==> config.mk <==
export PLATFORM = sky130hd
export DESIGN_NAME = data_mem_responder
export DESIGN_NICKNAME = d
export VERILOG_FILES = /design/src/rtl/data_mem_responder.sv
export SDC_FILE = /design/constraint.sdc
export NUM_CORES = 2
export LEC_CHECK = 0
export CORE_AREA = 4 4 742 744
export CTS_BUF_LIST = sky130_fd_sc_hd__clkbuf_4
export CTS_CLUSTER_SIZE = 16
export DETAILED_ROUTE_END_ITERATION = 7
export DIE_AREA = 0 0 746 748
export PLACE_DENSITY = 0.47
export SLEW_MARGIN = 30
export SYNTH_ARGS = -nofsm -noshare
export SYNTH_HDL_FRONTEND = slang
export SYNTH_MEMORY_MAX_BITS = 65536
export SYNTH_SLANG_ARGS = --single-unit
==> constraint.sdc <==
create_clock -name clk -period 5.9 [get_ports clk]
set_input_delay 1.77 -clock clk [delete_from_list [all_inputs] [get_ports clk]]
set_output_delay 1.77 -clock clk [all_outputs]
set_load 0.005 [all_outputs]
==> src/rtl/data_mem_responder.sv <==
// data_mem_responder: MEM-stage data port responder with RAM, TX FIFO, timer and scratch I/O page
// Ports:
//   clk        in   clock, all state updates on the rising edge
//   rst_n      in   synchronous active-low reset
//   mem_op     in   2'b01 read, 2'b10 write, 2'b00/2'b11 none
//   address    in   16-bit word address (>= IO_BASE selects the I/O page)
//   write_data in   16-bit write payload
//   read_data  out  combinational read result, 0 unless reading
//   tx_data    out  head of the TX FIFO
//   tx_valid   out  TX FIFO non-empty
//   tx_ready   in   consumer accepts the head this cycle
module data_mem_responder #(
  parameter int          RAM_DEPTH  = 256,
  parameter int          FIFO_DEPTH = 4,
  parameter logic [15:0] IO_BASE    = 16'hFF00
) (
  input  logic        clk,
  input  logic        rst_n,
  input  logic [1:0]  mem_op,
  input  logic [15:0] address,
  input  logic [15:0] write_data,
  output logic [15:0] read_data,
  output logic [15:0] tx_data,
  output logic        tx_valid,
  input  logic        tx_ready
);
  localparam int AW = $clog2(RAM_DEPTH);
  localparam int PW = $clog2(FIFO_DEPTH);
  localparam logic [PW:0] FULL_CNT = (PW+1)'(FIFO_DEPTH);
  logic [15:0] r_ram [RAM_DEPTH];
  logic [15:0] r_fifo [FIFO_DEPTH];
  logic [PW-1:0] r_rd_ptr, r_wr_ptr;
  logic [PW:0] r_count;
  logic r_ovf;
  logic [15:0] r_timer, r_scratch;
  logic w_rd, w_wr, w_is_io, w_full, w_empty, w_pop, w_push_req, w_push;
  logic [15:0] w_off, w_status, w_io_rdata;
  logic [AW-1:0] w_ram_idx;
  assign w_rd       = mem_op == 2'b01;
  assign w_wr       = mem_op == 2'b10;
  assign w_is_io    = address >= IO_BASE;
  assign w_off      = address - IO_BASE;
  assign w_ram_idx  = address[AW-1:0];
  assign w_full     = r_count == FULL_CNT;
  assign w_empty    = r_count == '0;
  assign w_pop      = tx_valid && tx_ready;
  assign w_push_req = w_wr && w_is_io && w_off == 16'h0000;
  // a full FIFO still accepts a push when the head leaves in the same cycle
  assign w_push     = w_push_req && (!w_full || w_pop);
  assign w_status   = {8'h00, 4'(r_count), 1'b0, r_ovf, w_full, w_empty};
  assign w_io_rdata = (w_off == 16'h0001) ? w_status  :
                      (w_off == 16'h0002) ? r_timer   :
                      (w_off == 16'h0003) ? r_scratch : 16'h0000;
  assign tx_data    = r_fifo[r_rd_ptr];
  assign tx_valid   = !w_empty;
  always_comb begin
    read_data = 16'h0000;
    if (w_rd) read_data = w_is_io ? w_io_rdata : r_ram[w_ram_idx];
  end
  // RAM and FIFO storage are not reset; reset only blocks a same-edge write
  always_ff @(posedge clk) begin
    if (rst_n && w_wr && !w_is_io) r_ram[w_ram_idx] <= write_data;
    if (rst_n && w_push) r_fifo[r_wr_ptr] <= write_data;
  end
  always_ff @(posedge clk) begin
    if (!rst_n) begin
      r_rd_ptr  <= '0;
      r_wr_ptr  <= '0;
      r_count   <= '0;
      r_ovf     <= 1'b0;
      r_timer   <= 16'h0000;
      r_scratch <= 16'h0000;
    end else begin
      if (w_pop) r_rd_ptr <= r_rd_ptr + 1'b1;
      if (w_push) r_wr_ptr <= r_wr_ptr + 1'b1;
      if (w_push && !w_pop) r_count <= r_count + 1'b1;
      else if (w_pop && !w_push) r_count <= r_count - 1'b1;
      // reject and status read are both single requests, so they never collide
      if (w_push_req && !w_push) r_ovf <= 1'b1;
      else if (w_rd && w_is_io && w_off == 16'h0001) r_ovf <= 1'b0;
      r_timer <= (w_wr && w_is_io && w_off == 16'h0002) ? write_data : r_timer + 16'h0001;
      if (w_wr && w_is_io && w_off == 16'h0003) r_scratch <= write_data;
    end
  end
endmodule
# Word level (Yosys, flattened, before mapping)
# Memories as Yosys holds them, arrays and structs flattened. A register that Yosys moved wholly into a read port is not among the register bits.
# Cells that the tools add are included.
[word_totals] out_inout_bits=33 word_cells=61 ram_bits=4160 input_bits=37 n_memories=2 ff_bits=40
[classes] eq_ne=6 muxes=16 n_lt_le_gt_ge=1 addsub=6 n_reduce_logical=24
[mem_list] name="r_ram" depth=256 width=16 read_ports=1 rd_clocked_by_memory_dff=0 write_ports=1 line_no="30" text="logic [15:0] r_ram [RAM_DEPTH];"
[mem_list] name="r_fifo" depth=4 width=16 read_ports=1 rd_clocked_by_memory_dff=1 write_ports=1 line_no="31" text="logic [15:0] r_fifo [FIFO_DEPTH];"
[ops] operator="$mux 16" n=6
[ops] operator="$eq 16x2->1 const B" n=2
[ops] operator="$add 16x1->16 const B" n=1
[ops] operator="$eq 16x1->1 const B" n=1
[ops] operator="$ge 16x16->1 const B" n=1
[ops] operator="$logic_not 16->1" n=1
[ops] operator="$sub 16x16->16 const B" n=1
[ops] operator="$logic_and 1x1->1" n=14
[ops] operator="$mux 1" n=6
[ops] operator="$mux 3" n=2
[ops] operator="$logic_not 1->1" n=5
[ops] operator="$add 2x1->2 const B" n=2
[ops] operator="$mux 2" n=2
[ops] operator="$reduce_bool 2->1" n=2
[ops] operator="$add 3x1->3 const B" n=1
[ops] operator="$eq 3x3->1 const B" n=1
[ops] operator="$logic_not 3->1" n=1
[ops] operator="$sub 3x1->3 const B" n=1
[ops] operator="$eq 2x1->1 const B" n=1
[ops] operator="$eq 2x2->1 const B" n=1
[ops] operator="$logic_or 1x1->1" n=1

# Depth between registers and ports, before layout
[depth] word_depth=9 depth_mapped=16 ltp_nobuf=10

# Least setup slack after synthesis
# No wires, ideal clock.
[synth_timing] path_type="input -> output" from="input port address[0]" to="output port read_data[4]" n_path_buf=5 required_ns=4.130 t_arrival_ns=3.993 cell_stages=11 slack_ns=0.137 cell_sequence="buf_6 -> buf_12 -> buf_12 -> buf_6 -> buf_2 -> mux4_2 -> mux4_2 -> mux2i_1 -> nor2_1 -> o211ai_1 -> a21oi_1"
[synth_via] elab_chain_len=7 elab_cells_between_ends=11 cone_classes="add/sub: 1; order compare: 1; eq/ne: 3; mux: 5; memory: 1"
[synth_lines] element="start: declaration" line_no="20" text="input logic [15:0] address,"
[synth_lines] element="$sub 16x16->16" line_no="42" text="assign w_off = address - IO_BASE;"
[synth_lines] element="$eq 16x2->1" line_no="53" text="(w_off == 16'h0003) ? r_scratch : 16'h0000;"
[synth_lines] element="$mux 16" line_no="53"
[synth_lines] element="$mux 16" line_no="52" text="(w_off == 16'h0002) ? r_timer :"
[synth_lines] element="$mux 16" line_no="51" text="assign w_io_rdata = (w_off == 16'h0001) ? w_status :"
[synth_lines] element="$mux 16 * (2 in a row)" line_no="58" text="if (w_rd) read_data = w_is_io ? w_io_rdata : r_ram[w_ram_idx];"
[synth_lines] element="end: declaration" line_no="22" text="output logic [15:0] read_data,"
# Mark *: on every way between the ends. The rest lies on a longest branch, timed or not.

# Final worst setup path
[layout_timing] from="input port address[0]" to="output port read_data[11]"
# The elaborated chain is that of the path after synthesis.

==> results.json <==
{
  "status": "finished with violations",
  "violations": "negative setup slack",
  "rows": 271,
  "dieArea_um2": 558000,
  "p_int_w": 0.0477,
  "cts.clk_slew.worst_paths_ns": 0.06,
  "max_cap_viol_count": 0,
  "grt-busiest-layer": "met2",
  "grt_usage": 0.201,
  "hold_path_depth": 1,
  "setup_viol": 16,
  "drive_above_1_share": 0.473,
  "ant_nets": 0,
  "min_to": "r_ram[135][4]",
  "antenna_found_initial": 41,
  "power_frac_seq": 0.528,
  "synth.avg_cell_area_um2": 22.3,
  "core_um2": 544000,
  "timing.rr.end": "r_count[2]",
  "cts_tree": "yes",
  "power_leakage_nw": 66.1,
  "drtIter0Drc": 10417,
  "root_buffer": "clkbuf_4",
  "n_fill_cell": 50420,
  "synth_compound_area_frac": 0.0207,
  "synth.area.mux_share": 0.164,
  "worstSetupPathType": "input pin to primary output",
  "synth.distinct_cells": 77,
  "yosys.area_share.simple": 0.0233,
  "synth_top_area_cell": "edfxtp_1",
  "portBuffers": 69,
  "multi_input_area_um2": 36600,
  "synthAdderAreaFrac": 0.000585,
  "synth-xor-area-share": 0.000862,
  "die_w_um": 746,
  "dp.cells": 15497,
  "synthFlopType": "edfxtp_1",
  "hold_viol": 0,
  "hold_class": "input pin to flip-flop",
  "die_h_um": 748,
  "pwr-share-comb": 0.070,
  "worstMarginPinSlew_ns": 1.08,
  "fmax_mhz": 148,
  "fin_ws_ns": -0.877,
  "synthCells": 7298,
  "num_vias": 91040,
  "synthTopCellsByArea": "edfxtp_1 (77%), mux4_2 (15%), mux2i_1 (1.4%)",
  "global_route.overflow_total": 0,
  "power_density_nw_per_um2": 309,
  "rsz0062_at_grt": "true",
  "use_met3": 0.0502,
  "async_flop_share": 0,
  "cts_sinks": 4202,
  "r2r_slack_ns": 3.58,
  "met2_usage": 0.318,
  "cp.required_ns": 4.13,
  "p_sw_w": 0.0145,
  "wl_per_cell_um": 32.4,
  "met1_usage": 0.267,
  "synth-edff-count": 4160,
  "post-route-drc-count": 0,
  "ys_warn_count": 0,
  "reg2reg_depth": 8,
  "clkPwrFrac": 0.402,
  "maxSlewViolCount": 0,
  "synth-seq-cells": 4202,
  "wl_mm": 571,
  "htreeDepth": 7,
  "fin_nets": 9677,
  "timing.rr.start": "r_count[0]",
  "grt_pass1_wl_mm": 773,
  "regArea_um2": 126000,
  "yosysTopAreaCellShare": 0.768,
  "synth_top_family_by_area": "multiplexers",
  "synth.net_count": 7342,
  "ir_drop_mv": 0.176,
  "mostFrequentLayoutCells": "edfxtp_1 (4,160), clkbuf_4 (1,649), buf_4 (1,161)",
  "syn_area_um2": 163000,
  "drtPass1Iterations": 8,
  "power_w": 0.0622,
  "clock_path_buffers": 5,
  "critPathMaxFanout": 8,
  "drt-vias-per-instance": 5.17,
  "cts_inserted_buffers": 1183,
  "min_period_ns": 6.78,
  "hold_ws_ns": 0.412,
  "fin_skew_ns": 0.0573,
  "grt_pass1_vias": 92976,
  "grt_max_degree": 171,
  "endpoint_kind": "primary output",
  "seq_area_frac_synth": 0.774,
  "min_from": "write_data[4]",
  "fin_crit_sh": 1.15,
  "crit_arrival_ns": 5.01,
  "io_pins": 70,
  "slew-limit-headroom": 0.282,
  "p_sw_frac": 0.232,
  "clock_latency_ns": 1.71,
  "final_common_cell": "edfxtp_1",
  "crit_path_start_kind": "input pin",
  "stdcell_count": 17604,
  "syn_to_final_growth_pct": 23.8,
  "initial_core_util": 0.299,
  "hold_buffers": 0,
  "gp_congestion": 0.890,
  "dp_hpwl_mm": 362
}
layer usage:
metal  vias to the layer above  share of wire
met5                         -       0.000070
met4                         6          0.037
met3                       850          0.080
met2                      4377           0.47
met1                     49474           0.41
li1                      36333              -
worst max-delay path, stage by stage:
cell      delay (ns)
buf_16          0.15
buf_16          0.19
buf_4           0.15
buf_8           0.12
buf_4           0.18
mux4_2          0.35
mux2_2          0.15
o21ai_1         0.07
buf_4           0.21
a211oi_4        0.29
buf_4           0.18
nand4_1         0.23
a221oi_4        0.62
buf_4           0.21
buf_6           0.09
final cells by class:
| cell class | count | area share |
|---|---|---|
| clock buffer | 1649 | 0.0615 |
| antenna | 33 | 0.000410 |
| inverter | 10 | 0.000230 |
| tap | 7234 | 0.0450 |
| multi-input combinational | 2652 | 0.182 |
| timing repair buffer | 1584 | 0.0804 |
| sequential | 4202 | 0.625 |
| clock inverter | 240 | 0.00587 |
flip-flops by register name, summed over array words and instances (netlist names), named ones only:
signal,count
r_rd_ptr,2
r_wr_ptr,2
r_ovf,1
r_fifo,64
r_timer,16
r_ram,4096
r_count,3
r_scratch,16
cells in the mapped netlist (all sizes together), types with 20 or more instances:
| library cell | instances |
|---|---|
| mux2 | 28 |
| edfxtp | 4160 |
| dfxtp | 42 |
| mux2i | 220 |
| and2 | 20 |
| nand2 | 190 |
| nor2b | 33 |
| nand3 | 43 |
| nor2 | 386 |
| a22oi | 71 |
| buf | 286 |
| o21ai | 51 |
| clkbuf | 148 |
| a21oi | 57 |
| mux4 | 1071 |
| o22ai | 92 |
| a211oi | 26 |
| nor3 | 35 |
| nand4 | 26 |
logic make-up (layout without fill, tap and decap cells):
logic type,count (synthesis),after routing
compound gates,474,474
buf+inv,444,3483
xor+xnor,16,16
fa+ha+maj,7,7
mux,1319,1319
other cells,0,33
simple gates,836,836
flops,4202,4202
stage by stage:
step | worst slack (ns) | instance area [um^2] | utilization | setup TNS, ns
6_report | -0.877 | 201000 | 0.370 | -10.80
4_1_cts | -0.888 | 200000 | 0.367 | -10.92
3_3_place_gp | -2.78 | 183000 | 0.336 | -29.41
3_5_place_dp | -2.00 | 183000 | 0.336 | -25.42
5_1_grt | -0.939 | 201000 | 0.370 | -11.22
2_1_floorplan | 0.137 | 163000 | - | 0
how the worst max path moves through the flow:
stage / from / end / cells past startpoint / slack (ns)
floorplan: address[0] / read_data[4] / 11 / 0.14
global placement: address[0] / read_data[5] / 14 / -2.78
detailed placement: address[6] / read_data[3] / 13 / -2.00
CTS: address[0] / read_data[3] / 15 / -0.89
global route: address[1] / read_data[11] / 14 / -0.94
finish: address[0] / read_data[11] / 15 / -0.88
timing repair:
action                     in CTS  in global routing
buffers inserted              107                 85
pin swaps                      81                 83
gates cloned                   16                  4
hold endpoints to repair        0                  0
setup endpoints to repair      16                 16
resized for setup             499                160
power by group through the flow:
| stage | Sequential (W) | Clock, W | Combinational (W) |
|---|---|---|---|
| 6_report | 0.0329 | 0.0250 | 0.00436 |
| 2_1_floorplan | 0.0335 | 0 | 0.00162 |
| 4_1_cts | 0.0329 | 0.0257 | 0.00427 |
| 3_3_place_gp | 0.0335 | 0 | 0.00392 |
| 3_5_place_dp | 0.0335 | 0 | 0.00396 |
| 5_1_grt | 0.0328 | 0.0275 | 0.00450 |
No activity file was read; power rests on OpenSTA's default activity.
